### config.mk
export PLATFORM = sky130hd
export DESIGN_NAME = frida_seq_ctrl_flat
export DESIGN_NICKNAME = d
export VERILOG_FILES = /design/src/rtl/frida_seq_ctrl_if.sv /design/src/rtl/frida_seq_ctrl.sv /design/src/flat_wrapper.sv
export SDC_FILE = /design/constraint.sdc
export NUM_CORES = 1
export LEC_CHECK = 0
export ABC_AREA = 1
export CORE_AREA = 5 5 94 96
export DETAILED_ROUTE_END_ITERATION = 10
export DIE_AREA = 0 0 99 101
export DONT_BUFFER_PORTS = 1
export PLACE_DENSITY = 0.72
export SLEW_MARGIN = 20
export SYNTH_ARGS = -nofsm -noshare
export SYNTH_HDL_FRONTEND = slang
export SYNTH_SLANG_ARGS = --single-unit
### constraint.sdc
create_clock -name clk -period 3.3 [get_ports clk]
set_input_delay 0.99 -clock clk [delete_from_list [all_inputs] [get_ports clk]]
set_output_delay 0.99 -clock clk [all_outputs]
set_load 0.02 [all_outputs]
### src/rtl/frida_seq_ctrl_if.sv
// Purpose: bundle between the test-side requester and the FRIDA sequencer (request, timing, core clocks, decisions).
// Latency: none, wiring only. FRIDA_SEQ_AUTO_REPEAT_EN adds the auto_repeat request line.
// Backpressure: none; start is a single-cycle request that the sequencer drops while busy.
interface frida_seq_ctrl_if #(
  parameter int NBITS = 16,
  parameter int CNT_W = 8
);
  localparam int NC_W = $clog2(NBITS) + 1;

  logic             start;
  logic [CNT_W-1:0] t_init;
  logic [CNT_W-1:0] t_samp;
  logic [CNT_W-1:0] t_comp;
  logic [CNT_W-1:0] t_logic;
  logic [NC_W-1:0]  n_cycles;
  logic             comp_out;
  logic             seq_init;
  logic             seq_samp;
  logic             seq_comp;
  logic             seq_logic;
  logic             busy;
  logic             done;
  logic [NBITS-1:0] result;

`ifdef FRIDA_SEQ_AUTO_REPEAT_EN
  logic             auto_repeat;

  modport master (
    output start, t_init, t_samp, t_comp, t_logic, n_cycles, comp_out, auto_repeat,
    input  seq_init, seq_samp, seq_comp, seq_logic, busy, done, result
  );
  modport slave (
    input  start, t_init, t_samp, t_comp, t_logic, n_cycles, comp_out, auto_repeat,
    output seq_init, seq_samp, seq_comp, seq_logic, busy, done, result
  );
`else
  modport master (
    output start, t_init, t_samp, t_comp, t_logic, n_cycles, comp_out,
    input  seq_init, seq_samp, seq_comp, seq_logic, busy, done, result
  );
  modport slave (
    input  start, t_init, t_samp, t_comp, t_logic, n_cycles, comp_out,
    output seq_init, seq_samp, seq_comp, seq_logic, busy, done, result
  );
`endif
endinterface

### src/rtl/frida_seq_ctrl.sv
// Purpose: drives seq_init/seq_samp/seq_comp/seq_logic into the FRIDA core and assembles comp_out decisions into result.
// Latency: t_init + t_samp + n_cycles*(t_comp + t_logic) cycles from first INIT to last LOGIC, then one DONE cycle.
// Backpressure: none; start outside IDLE is dropped, not queued. FRIDA_SEQ_AUTO_REPEAT_EN adds auto_repeat.
module frida_seq_ctrl #(
  parameter int NBITS = 16,
  parameter int CNT_W = 8
) (
  input  logic            clk,
  input  logic            reset,
  frida_seq_ctrl_if.slave bus
);
  localparam int NC_W = $clog2(NBITS) + 1;
  localparam logic [NC_W-1:0] NC_MAX = NC_W'(NBITS);

  typedef enum logic [2:0] {
    S_IDLE,
    S_INIT,
    S_SAMP,
    S_COMP,
    S_LOGIC,
    S_DONE
  } state_t;

  state_t           state;
  logic [CNT_W-1:0] cnt;
  logic [CNT_W-1:0] lt_init;
  logic [CNT_W-1:0] lt_samp;
  logic [CNT_W-1:0] lt_comp;
  logic [CNT_W-1:0] lt_logic;
  logic [NC_W-1:0]  n_lat;
  logic [NC_W-1:0]  dec_cnt;

  logic [CNT_W-1:0] ti_eff;
  logic [CNT_W-1:0] ts_eff;
  logic [CNT_W-1:0] tc_eff;
  logic [CNT_W-1:0] tl_eff;
  logic [NC_W-1:0]  n_eff;
  logic             last_dec;

  logic             comp_meta;
  logic             comp_sync;

  logic             seq_init_q;
  logic             seq_samp_q;
  logic             seq_comp_q;
  logic             seq_logic_q;
  logic             busy_q;
  logic             done_q;
  logic [NBITS-1:0] result_q;

  logic             auto_rpt;

`ifdef FRIDA_SEQ_AUTO_REPEAT_EN
  assign auto_rpt = bus.auto_repeat;
`else
  assign auto_rpt = 1'b0;
`endif

  // Zero durations and counts run as 1; counts beyond the result width clamp to NBITS.
  always_comb begin
    ti_eff = (bus.t_init  == '0) ? CNT_W'(1) : bus.t_init;
    ts_eff = (bus.t_samp  == '0) ? CNT_W'(1) : bus.t_samp;
    tc_eff = (bus.t_comp  == '0) ? CNT_W'(1) : bus.t_comp;
    tl_eff = (bus.t_logic == '0) ? CNT_W'(1) : bus.t_logic;
    if (bus.n_cycles == '0) begin
      n_eff = NC_W'(1);
    end else if (bus.n_cycles > NC_MAX) begin
      n_eff = NC_MAX;
    end else begin
      n_eff = bus.n_cycles;
    end
  end

  // The decision being taken now is the last one of this conversion.
  assign last_dec = (dec_cnt + NC_W'(1)) >= n_lat;

  // Two-flop synchroniser for the comparator decision, which arrives asynchronously from the core.
  always_ff @(posedge clk or posedge reset) begin
    if (reset) begin
      comp_meta <= 1'b0;
      comp_sync <= 1'b0;
    end else begin
      comp_meta <= bus.comp_out;
      comp_sync <= comp_meta;
    end
  end

  // Phase sequencer: each phase loads cnt with duration-1 and counts down to 0; all outputs are flops.
  always_ff @(posedge clk or posedge reset) begin
    if (reset) begin
      state       <= S_IDLE;
      cnt         <= '0;
      lt_init     <= '0;
      lt_samp     <= '0;
      lt_comp     <= '0;
      lt_logic    <= '0;
      n_lat       <= '0;
      dec_cnt     <= '0;
      seq_init_q  <= 1'b0;
      seq_samp_q  <= 1'b0;
      seq_comp_q  <= 1'b0;
      seq_logic_q <= 1'b0;
      busy_q      <= 1'b0;
      done_q      <= 1'b0;
      result_q    <= '0;
    end else begin
      done_q <= 1'b0;
      case (state)
        S_IDLE: begin
          if (bus.start) begin
            lt_init    <= ti_eff;
            lt_samp    <= ts_eff;
            lt_comp    <= tc_eff;
            lt_logic   <= tl_eff;
            n_lat      <= n_eff;
            dec_cnt    <= '0;
            cnt        <= ti_eff - CNT_W'(1);
            result_q   <= '0;
            busy_q     <= 1'b1;
            seq_init_q <= 1'b1;
            state      <= S_INIT;
          end
        end
        S_INIT: begin
          if (cnt == '0) begin
            seq_init_q <= 1'b0;
            seq_samp_q <= 1'b1;
            cnt        <= lt_samp - CNT_W'(1);
            state      <= S_SAMP;
          end else begin
            cnt <= cnt - CNT_W'(1);
          end
        end
        S_SAMP: begin
          if (cnt == '0) begin
            seq_samp_q <= 1'b0;
            seq_comp_q <= 1'b1;
            cnt        <= lt_comp - CNT_W'(1);
            state      <= S_COMP;
          end else begin
            cnt <= cnt - CNT_W'(1);
          end
        end
        S_COMP: begin
          if (cnt == '0) begin
            seq_comp_q  <= 1'b0;
            seq_logic_q <= 1'b1;
            cnt         <= lt_logic - CNT_W'(1);
            state       <= S_LOGIC;
          end else begin
            cnt <= cnt - CNT_W'(1);
          end
        end
        S_LOGIC: begin
          if (cnt == '0) begin
            result_q    <= {result_q[NBITS-2:0], comp_sync};
            dec_cnt     <= dec_cnt + NC_W'(1);
            seq_logic_q <= 1'b0;
            if (last_dec) begin
              done_q <= 1'b1;
              state  <= S_DONE;
            end else begin
              seq_comp_q <= 1'b1;
              cnt        <= lt_comp - CNT_W'(1);
              state      <= S_COMP;
            end
          end else begin
            cnt <= cnt - CNT_W'(1);
          end
        end
        S_DONE: begin
          if (auto_rpt) begin
            dec_cnt    <= '0;
            cnt        <= lt_init - CNT_W'(1);
            result_q   <= '0;
            seq_init_q <= 1'b1;
            state      <= S_INIT;
          end else begin
            busy_q <= 1'b0;
            state  <= S_IDLE;
          end
        end
        default: begin
          seq_init_q  <= 1'b0;
          seq_samp_q  <= 1'b0;
          seq_comp_q  <= 1'b0;
          seq_logic_q <= 1'b0;
          busy_q      <= 1'b0;
          state       <= S_IDLE;
        end
      endcase
    end
  end

  assign bus.seq_init  = seq_init_q;
  assign bus.seq_samp  = seq_samp_q;
  assign bus.seq_comp  = seq_comp_q;
  assign bus.seq_logic = seq_logic_q;
  assign bus.busy      = busy_q;
  assign bus.done      = done_q;
  assign bus.result    = result_q;

endmodule

### src/flat_wrapper.sv
// flat-port wrapper written by rule: the top's interface ports become plain ports
module frida_seq_ctrl_flat 
#(
  parameter int NBITS = 16,
  parameter int CNT_W = 8
)
  (clk, reset, bus_start, bus_t_init, bus_t_samp, bus_t_comp, bus_t_logic, bus_n_cycles, bus_comp_out, bus_seq_init, bus_seq_samp, bus_seq_comp, bus_seq_logic, bus_busy, bus_done, bus_result);
  frida_seq_ctrl_if #(.NBITS(NBITS), .CNT_W(CNT_W)) bus_i ();
  input  logic clk;
  input  logic reset;
  input wire logic [$bits(bus_i.start)-1:0] bus_start;
  input wire logic [$bits(bus_i.t_init)-1:0] bus_t_init;
  input wire logic [$bits(bus_i.t_samp)-1:0] bus_t_samp;
  input wire logic [$bits(bus_i.t_comp)-1:0] bus_t_comp;
  input wire logic [$bits(bus_i.t_logic)-1:0] bus_t_logic;
  input wire logic [$bits(bus_i.n_cycles)-1:0] bus_n_cycles;
  input wire logic [$bits(bus_i.comp_out)-1:0] bus_comp_out;
  output wire logic [$bits(bus_i.seq_init)-1:0] bus_seq_init;
  output wire logic [$bits(bus_i.seq_samp)-1:0] bus_seq_samp;
  output wire logic [$bits(bus_i.seq_comp)-1:0] bus_seq_comp;
  output wire logic [$bits(bus_i.seq_logic)-1:0] bus_seq_logic;
  output wire logic [$bits(bus_i.busy)-1:0] bus_busy;
  output wire logic [$bits(bus_i.done)-1:0] bus_done;
  output wire logic [$bits(bus_i.result)-1:0] bus_result;
  assign bus_i.start = bus_start;
  assign bus_i.t_init = bus_t_init;
  assign bus_i.t_samp = bus_t_samp;
  assign bus_i.t_comp = bus_t_comp;
  assign bus_i.t_logic = bus_t_logic;
  assign bus_i.n_cycles = bus_n_cycles;
  assign bus_i.comp_out = bus_comp_out;
  assign bus_seq_init = bus_i.seq_init;
  assign bus_seq_samp = bus_i.seq_samp;
  assign bus_seq_comp = bus_i.seq_comp;
  assign bus_seq_logic = bus_i.seq_logic;
  assign bus_busy = bus_i.busy;
  assign bus_done = bus_i.done;
  assign bus_result = bus_i.result;
  frida_seq_ctrl #(.NBITS(NBITS), .CNT_W(CNT_W)) u_core (.clk(clk), .reset(reset), .bus(bus_i));
endmodule
==> flow_summary.ini, run 1 <==
[global_routing]
grt_pass1_wl_mm = 16.3
grt_remaining_overflow = 0
grt_pass1_vias = 3516
antenna_found_initial = 0
track_usage_pct = 20.1
grt_start_max_net_pins = 34

[floorplanning]
die_x_um = 99
initial_core_util_pct = 52.4
die_h_um = 101
num_rows = 33
die_area_um2 = 10000
io_pins = 63
core_um2 = 7970

[timing]
min_period_over_period_pct = 71.1
fmax_mhz = 426
tightest_slew_ns = 0.444
hold_violations = 0
drv_slew = 0
rsz0062_at_grt = no
finalSetupViolCount = 0
clock_skew_ns = 0.0102
tns_ns = 0
hold_slack_ns = 0.362
period_minus_slack_ns = 2.35
max_slew_margin_pct = 70.3

[worst_hold_path]
holdCritPathClass = flip-flop to flip-flop
whs_endpoint = u_core.comp_sync
min_from = u_core.comp_meta
hold_depth = 0

[synthesis]
ys_types = 41
syn_nets = 591
yosys.area.top_type = dfrtp_1
synth_area_per_cell_um2 = 7.78
ys_ff_latch = 69
syn_area_um2 = 4180
ys_seq_area_share_pct = 41.4
syn-instance-count = 537
yosys_warnings = 0
synth_area_leaders = dfrtp_1, nand2_1, inv_1
synth_top_area_share_pct = 41.4

[clock_tree]
clockBufferDepth = 2
clock_latency_ns = 0.35
cts_root_buf = clkbuf_8
htreeDepth = 3
ctsResizeCount = 0
numCtsBuffers = 9
cts_tree = built
clock_sinks = 69
cts_hold_buf = 0
postCtsSetupBuffers = 0
clk_pin_slew_worst_paths_ns = 0.09

[worst_setup_path]
cp_cell_sequence = ha_1 > nand3_1 > xor2_1 > inv_1 > ha_1 > a21oi_1 > o21a_1 > nand3_1 > nand2_4 > nand2_4 > inv_4 > nand3b_1 > nand2_1
worstRegToRegCells = 13
crit_path_end_kind = flip-flop
worst-path-max-fanout = 8
critical_path_class = flip-flop to flip-flop
r2r_slack_ns = 0.95
crit_required_ns = 3.59
r2r_start = u_core.dec_cnt[0]
slowest_delay_ns = 0.43
rr_endpoint = u_core.cnt[1]
worst_setup_path_start_kind = flip-flop
arrival_ns = 2.64
cp_slowest_cell = dfrtp_1
crit_start = u_core.dec_cnt[0]

[placement]
numPortBuffers = 0
dp.cells = 635
dpl.hpwl_mm = 7.15
gp_congestion = 0.940

[detailed_routing]
ant_nets = 0
wl_per_cell_um = 14.4
drt_drc_violations_left = 0
routed_wl_mm = 9.37
first_iter_violations = 198
vias = 3472
viasPerCell = 5.33
drt-pass1-iter-count = 4

[layout]
fin_nets = 595
final_cells = 651
synthToLayoutAreaGrowth_pct = 7.46
multi_input_area_um2 = 1980
post_route_cells_drive_above_1_share_pct = 13.4
diodes = 0
seqCellArea_um2 = 1730
fillCellCount = 763

[power]
ir_drop_v = 0.000448
p_leak_uw = 0.00228
power_uw = 4110
pwr_density_cell_nw_per_um2 = 917

[run]
max-cap-violations = 0

[run_status]
status = completed
-- cell type report --
| class | count | area share (%) |
|---|---|---|
| Sequential cell | 69 | 38.5 |
| Clock inverter | 7 | 2.34 |
| Multi-Input combinational cell | 354 | 44.2 |
| Timing Repair Buffer | 2 | 0.335 |
| Tap cell | 105 | 2.93 |
| Clock buffer | 9 | 2.76 |
| Inverter | 105 | 8.95 |
-- through the flow --
| step | instance area (um2) | setup WS [ns] | util, % |
|---|---|---|---|
| global placement | 4260 | 1.04 | 53.4 |
| CTS | 4490 | 0.975 | 56.3 |
| detailed placement | 4260 | 0.970 | 53.4 |
| finish | 4490 | 0.952 | 56.3 |
| floorplan | 4180 | 0.570 | - |
| global route | 4490 | 0.775 | 56.3 |
-- how the worst max path moves through the flow --
stage          slack, ns              end
3_5_place_dp        0.97    u_core.cnt[2]
6_report            0.95    u_core.cnt[1]
4_1_cts             0.98    u_core.cnt[1]
5_1_grt             0.77    u_core.cnt[7]
3_3_place_gp        1.04    u_core.cnt[6]
2_1_floorplan       0.57  u_core.bus.busy
-- cell families after synthesis --
group	after synthesis	synth area share, %
XOR/XNOR	14	2.94
buffers and inverters	114	11.1
flip-flops	69	41.4
adder cells (fa/ha/maj)	13	3.90
AND/OR/NAND/NOR	238	27.1
AO/OA/AOI/OAI	89	13.6
-- worst max-delay path, delay by kind of cell, from the launching register on --
family                     cells  cell delay [ns]
DFF                            1             0.43
xor gates and xnor gates       1             0.20
AOI/OAI and AO/OA              2             0.31
and+or+nand+nor                6             0.62
adders and majority gates      2             0.55
buffers and inverters          2             0.17
-- Yosys cell counts, drive strengths merged --
library cell,instances
nor2,42
a21o,1
nand2,123
a31oi,2
xor2,12
a41oi,1
or2,2
o22ai,19
a21oi,12
xnor2,2
nand3,51
o21ai,46
o21a,1
nand4,12
a21boi,1
a31o,1
nand3b,1
nor3,3
ha,13
dfrtp,69
clkbuf,2
inv,105
nor4,4
o211ai,1
a22o,2
o21bai,2
buf,7
-- cell usage in the layout (no fill, tap or decap), types with 5 or more instances in the layout --
cell | Yosys | layout
nand2_1 | 114 | 114
inv_1 | 85 | 84
dfrtp_1 | 69 | 69
nand3_1 | 49 | 49
o21ai_0 | 40 | 40
nor2_1 | 32 | 32
inv_2 | 17 | 18
ha_1 | 13 | 13
xor2_1 | 12 | 12
nand4_1 | 12 | 12
a21oi_1 | 12 | 12
o22ai_2 | 10 | 10
o22ai_1 | 9 | 9
clkbuf_8 | 0 | 9
nor2_2 | 6 | 6
nand2_4 | 5 | 5
o21ai_1 | 5 | 5
-- registers in the layout (all words and copies together) (netlist names), 3 cells and up --
signal,cells
u_core.n_lat,5
u_core.lt_comp,8
u_core.bus.result,16
u_core.dec_cnt,5
u_core.cnt,8
u_core.state,3
u_core.lt_samp,8
u_core.lt_logic,8
-- metal layers --
metal | part of all wire, % | wire length (um) | global-route usage, %
met3 | 7.3 | 684 | 5.33
met4 | 1.2 | 112 | 6.62
met1 | 46 | 4330 | 27.5
met2 | 45 | 4240 | 31.0
met5 | 0 | 0 | 0
-- where the power goes --
group	total, uW	leakage, uW	internal, uW	switching (uW)
clock	796	0.000113	439	358
combinational	1940	0.00128	669	1270
sequential	1380	0.000888	1120	259
total	4110	0.00228	2230	1890
Note: power is estimated with default switching activity, not from simulation.
==> run 2, diff against run 1 <==
PLACE_DENSITY = 0.74   (was 0.72)
clock period = 1.9 ns   (was 3.3 ns; I/O delays follow)
==> run 2 against run 1 <==
Net effect: the run now ends with setup timing left; wire length rose by 1.7%; non-clock buffer count is 20 higher; cell count increased by 3.1%; largest cell class unchanged; critical endpoint is now u_core.cnt[7]; critical path depth stayed put.
==> flow_summary.ini, run 2 (synthesis gave the netlist of run 1 again) <==
[floorplanning]
die_x_um = 99
num_rows = 33
die_area_um2 = 10000
die_h_um = 101
io_pins = 63
initial_core_util_pct = 52.4
core_um2 = 7970

[placement]
numPortBuffers = 0
dpl.hpwl_mm = 7.01
gp_congestion = 0.891
dp.cells = 647

[clock_tree]
clock_latency_ns = 0.36
clockBufferDepth = 2
numCtsBuffers = 9
cts_root_buf = clkbuf_8
cts_tree = built
htreeDepth = 3
cts_hold_buf = 0
clk_pin_slew_worst_paths_ns = 0.09
clock_sinks = 69

[power]
p_leak_uw = 0.00238
p_switching_uw = 3440
pwr_density_cell_nw_per_um2 = 1520
p_int_uw = 3800
power_frac_seq_pct = 33.1
clkPwrFrac_pct = 15.9
ir_drop_v = 0.000687
netSwitchingFraction_pct = 47.5
pwr-share-comb_pct = 51.0

[global_routing]
use_met3_pct = 3.94
grt_use_met2_pct = 32.7
antenna_found_initial = 0
grt_pass1_vias = 3648
grt_pass1_wl_mm = 16.7
grt_start_max_net_pins = 70
gr-usage-met1_pct = 27.8
busiest_layer = met2
track_usage_pct = 20.6
grt_remaining_overflow = 0

[layout]
multi_input_area_um2 = 2070
final_common_cell = nand2_1
fillCellCount = 724
diodes = 0
seqCellArea_um2 = 1730
post_route_cells_drive_above_1_share_pct = 18.9
final_cells = 671
fin_nets = 615
synthToLayoutAreaGrowth_pct = 13.7
largest_reg_flops = 16
most-common-layout-cells = nand2_1, inv_1, dfrtp_1

[run_status]
failed_checks = setup timing
status = complete, but fails checks

[detailed_routing]
routed_wl_mm = 9.52
vias = 3549
wl_per_cell_um = 14.2
first_iter_violations = 131
ant_nets = 0
viasPerCell = 5.29
drt-pass1-iter-count = 4
drt_drc_violations_left = 0

[run]
max-cap-violations = 0

[worst_hold_path]
holdCritPathClass = input pin to asynchronous set/reset pin

[timing]
period_minus_slack_ns = 2.09
finalSetupViolCount = 12
rsz0062_at_grt = yes
max_slew_margin_pct = 73.6
fmax_mhz = 479
hold_violations = 0
hold_slack_ns = 0.152
min_period_over_period_pct = 110
tns_ns = -1.98
clock_skew_ns = 0.0126
drv_slew = 0
finalWorstSetupSlack_ns = -0.188
tightest_slew_ns = 0.392

[worst_setup_path]
arrival_ns = 2.37
crit_required_ns = 2.19
crit_path_end_kind = flip-flop
worstRegToRegCells = 13
critical_path_class = flip-flop to flip-flop
worst_setup_path_start_kind = flip-flop
worst-path-max-fanout = 8
## run 2: changes by cell type in the layout (fill, tap and decap cells not counted), sizes merged
cell	delta
clkinvlp	+3
clkinv	+2
inv	-3
bufinv	-2
buf	+20
## run 2: path summary, 6_finish.rpt
check | start | to | slack, ns
max reg2reg | u_core.dec_cnt[0] | u_core.cnt[7] | -0.19
min in group clk | bus_comp_out | u_core.comp_meta | 0.23
max in group asynchronous | reset | u_core.cnt[6] | 1.41
max | u_core.dec_cnt[0] | u_core.cnt[7] | -0.19
min | reset | u_core.bus.seq_init | 0.15
min reg2reg | u_core.comp_meta | u_core.comp_sync | 0.36
## run 2: metal layers
| layer | vias to the layer above | share of wire (%) |
|---|---|---|
| li1 | 1783 | - |
| met1 | 1679 | 47 |
| met2 | 76 | 48 |
| met3 | 11 | 3.8 |
| met4 | 0 | 1.6 |
| met5 | - | 0 |
## run 2: metrics by stage
step	power, uW	utilization, %	setup WS [ns]	area (um2)
2_1_floorplan	5100	-	-0.0482	4210
3_3_place_gp	5760	55.3	-0.0801	4400
3_5_place_dp	5900	55.3	-0.202	4400
4_1_cts	7140	58.3	-0.147	4640
5_1_grt	7940	59.6	-0.328	4750
6_report	7240	59.6	-0.188	4750
## run 2: cell type report
type | instances | area share [%]
clock inverter | 7 | 1.42
inverter | 105 | 8.80
clock buffer | 9 | 2.61
multi-input combinational | 354 | 43.7
tap | 105 | 2.77
timing repair buffer | 22 | 4.35
sequential | 69 | 36.4
## run 2: what timing repair did
| item | in CTS | in global routing |
|---|---|---|
| endpoints found under the setup margin | 12 | 14 |
| pin swaps | 8 | 5 |
| gates resized for setup | 6 | 12 |
| cloned | 0 | 0 |
| setup buffers | 3 | 5 |
## run 2: power by group through the flow
stage | combinational, uW | clock, uW | sequential [uW]
after floorplan | 2780 | 0 | 2310
after global placement | 3360 | 0 | 2400
after detailed placement | 3490 | 0 | 2420
after CTS | 3570 | 1180 | 2390
after global routing | 4220 | 1260 | 2460
final | 3690 | 1150 | 2400
## run 2: critical path, stage by stage (launching register included)
cell and delay, ns:
dfrtp_1 0.39, ha_2 0.20, nand3_2 0.09, xor2_2 0.19, inv_2 0.07, ha_4 0.23, a21oi_2 0.13, o21a_1 0.19
nand3_4 0.10, nand2_4 0.11, nand2_8 0.08, clkinv_8 0.07, nor2_2 0.03, nor2_1 0.12
==> run 3, diff against run 2 <==
CORE_AREA = 5 5 84 106   (was 5 5 94 96)
DIE_AREA = 0 0 89 111   (was 0 0 99 101)
PLACE_DENSITY = 0.72   (was 0.74)
clock period = 2.1 ns   (was 1.9 ns; I/O delays follow)
==> run 3 against run 2 <==
Net effect: clock-buffer cell count up 1; the flow now finishes without violations; worst hold slack improved by 0.034 ns; sequential share of layout area up 0.90 points; register-to-register slack better by 0.22 ns; critical path type unchanged; sequential cell count did not move; wire length increased by 2.2%; via count up 1.7%; clock power fell by 4%.
==> flow_summary.ini, run 3 (synthesis gave the netlist of run 1 again) <==
[timing]
tightest_slew_ns = 0.538
drv_slew = 0
fmax_mhz = 483
min_period_over_period_pct = 98.7
max_slew_margin_pct = 64.1
finalSetupViolCount = 0
rsz0062_at_grt = yes
hold_violations = 0
hold_slack_ns = 0.185
clock_skew_ns = 0.00873
period_minus_slack_ns = 2.07

[worst_setup_path]
crit_path_end_kind = flip-flop
worst_setup_path_start_kind = flip-flop
arrival_ns = 2.32
crit_start = u_core.dec_cnt[1]
r2r_start = u_core.dec_cnt[1]
crit_top_cell = nand3_2
cp_cell_sequence = ha_2 > nand3_2 > xor2_2 > inv_2 > ha_4 > nand2_2 > o21a_1 > nand3_2 > nand2_4 > nand2_8 > clkinv_8 > nand3b_1 > nand2_1
crit_required_ns = 2.34
cp_slowest_cell = dfrtp_1
slowest_delay_ns = 0.36
worst-path-max-fanout = 8
critical_path_class = flip-flop to flip-flop

[clock_tree]
clock_latency_ns = 0.35
clock_sinks = 69
cts_tree = built
clockBufferDepth = 2
clk_pin_slew_worst_paths_ns = 0.08
numCtsBuffers = 9
cts_hold_buf = 0
cts_root_buf = clkbuf_8
htreeDepth = 3

[placement]
gp_congestion = 0.915
numPortBuffers = 0
dp.cells = 634
dpl.hpwl_mm = 7.63

[power]
pwr_density_cell_nw_per_um2 = 1400
p_leak_uw = 0.00233
ir_drop_v = 0.000628

[layout]
final_common_cell = nand2_1
fillCellCount = 698
post_route_cells_drive_above_1_share_pct = 17.4
diodes = 0
largest_reg_flops = 16
fin_nets = 607
most-common-layout-cells = nand2_1, inv_1, dfrtp_1
synthToLayoutAreaGrowth_pct = 10.9
final_cells = 653

[global_routing]
track_usage_pct = 21.4
antenna_found_initial = 0
grt_remaining_overflow = 0
grt_pass1_wl_mm = 16.8
grt_start_max_net_pins = 29
grt_pass1_vias = 3692

[worst_hold_path]
holdCritPathClass = input pin to asynchronous set/reset pin

[floorplanning]
die_area_um2 = 9880
initial_core_util_pct = 54.2
core_um2 = 7700
io_pins = 63
die_x_um = 89
die_h_um = 111
num_rows = 36

[detailed_routing]
first_iter_violations = 187
wl_per_cell_um = 14.9
drt-pass1-iter-count = 5
routed_wl_mm = 9.74
vias = 3610
viasPerCell = 5.53
drt_drc_violations_left = 0
ant_nets = 0

[run]
max-cap-violations = 0

[run_status]
status = completed
==> run 3: changes by cell type in the layout (fill, tap and decap cells not counted), sizes merged <==
cell	previous run	this run
inv	106	103
clkinv	2	3
clkbuf	9	10
bufinv	0	1
buf	22	14
==> run 3: timing repair <==
item | 4_1_cts | 5_1_grt
buffers inserted | 3 | 0
pin swaps | 2 | 9
setup endpoints to repair | 10 | 12
gates resized for setup | 6 | 11
cloned | 0 | 0
==> run 3: metal layers <==
metal	part of all wire, %	vias to the layer above	global-route usage, %
li1	-	1777	-
met1	39	1703	25.3
met2	51	102	35.0
met3	6.2	28	5.87
met4	3.8	0	10.6
met5	0	-	0
==> run 3: cell type report <==
class | instances | area, um2 | share of cell area [%]
multi-input cells | 354 | 2050 | 44.3
flip-flops and latches | 69 | 1730 | 37.3
inverters | 105 | 415 | 8.97
clock buffers | 10 | 138 | 2.97
well taps | 95 | 119 | 2.57
repair buffers | 14 | 118 | 2.54
clock inverters | 6 | 62.6 | 1.35
==> run 3: worst paths after layout <==
check / to / slack [ns] / cells after the start
max in group asynchronous: u_core.bus.result[2] / 1.32 / 2
setup / recovery: u_core.cnt[1] / 0.03 / 13
setup reg to reg: u_core.cnt[1] / 0.03 / 13
hold reg to reg: u_core.comp_sync / 0.36 / 0
hold / removal: u_core.state[0] / 0.19 / 1
min in group clk: u_core.comp_meta / 0.31 / 0
==> run 3: where the power goes <==
group          internal (uW)  switching, uW  total (uW)
clock network            576            524        1100
registers               1760            439        2200
logic                   1140           2040        3180
total                   3480           3000        6480
==> run 3: per-stage QoR <==
step | instance area (um2) | util, % | total power (uW) | worst slack, ns | setup TNS [ns]
global placement | 4330 | 56.2 | 5130 | -0.0480 | -0.185
CTS | 4590 | 59.6 | 6410 | 0.00738 | 0
finish | 4630 | 60.1 | 6480 | 0.0275 | 0
global route | 4630 | 60.1 | 7030 | -0.127 | -0.876
detailed placement | 4330 | 56.2 | 5260 | -0.131 | -0.880
floorplan | 4180 | - | 4590 | 0.0423 | 0
==> run 3: critical path, delay by kind of cell (launching register included) <==
kind	cells	cell delay (ns)
simple gates	7	0.60
fa+ha+maj	2	0.48
flops	1	0.36
xor+xnor	1	0.20
compound gates	1	0.18
buf+inv	2	0.15
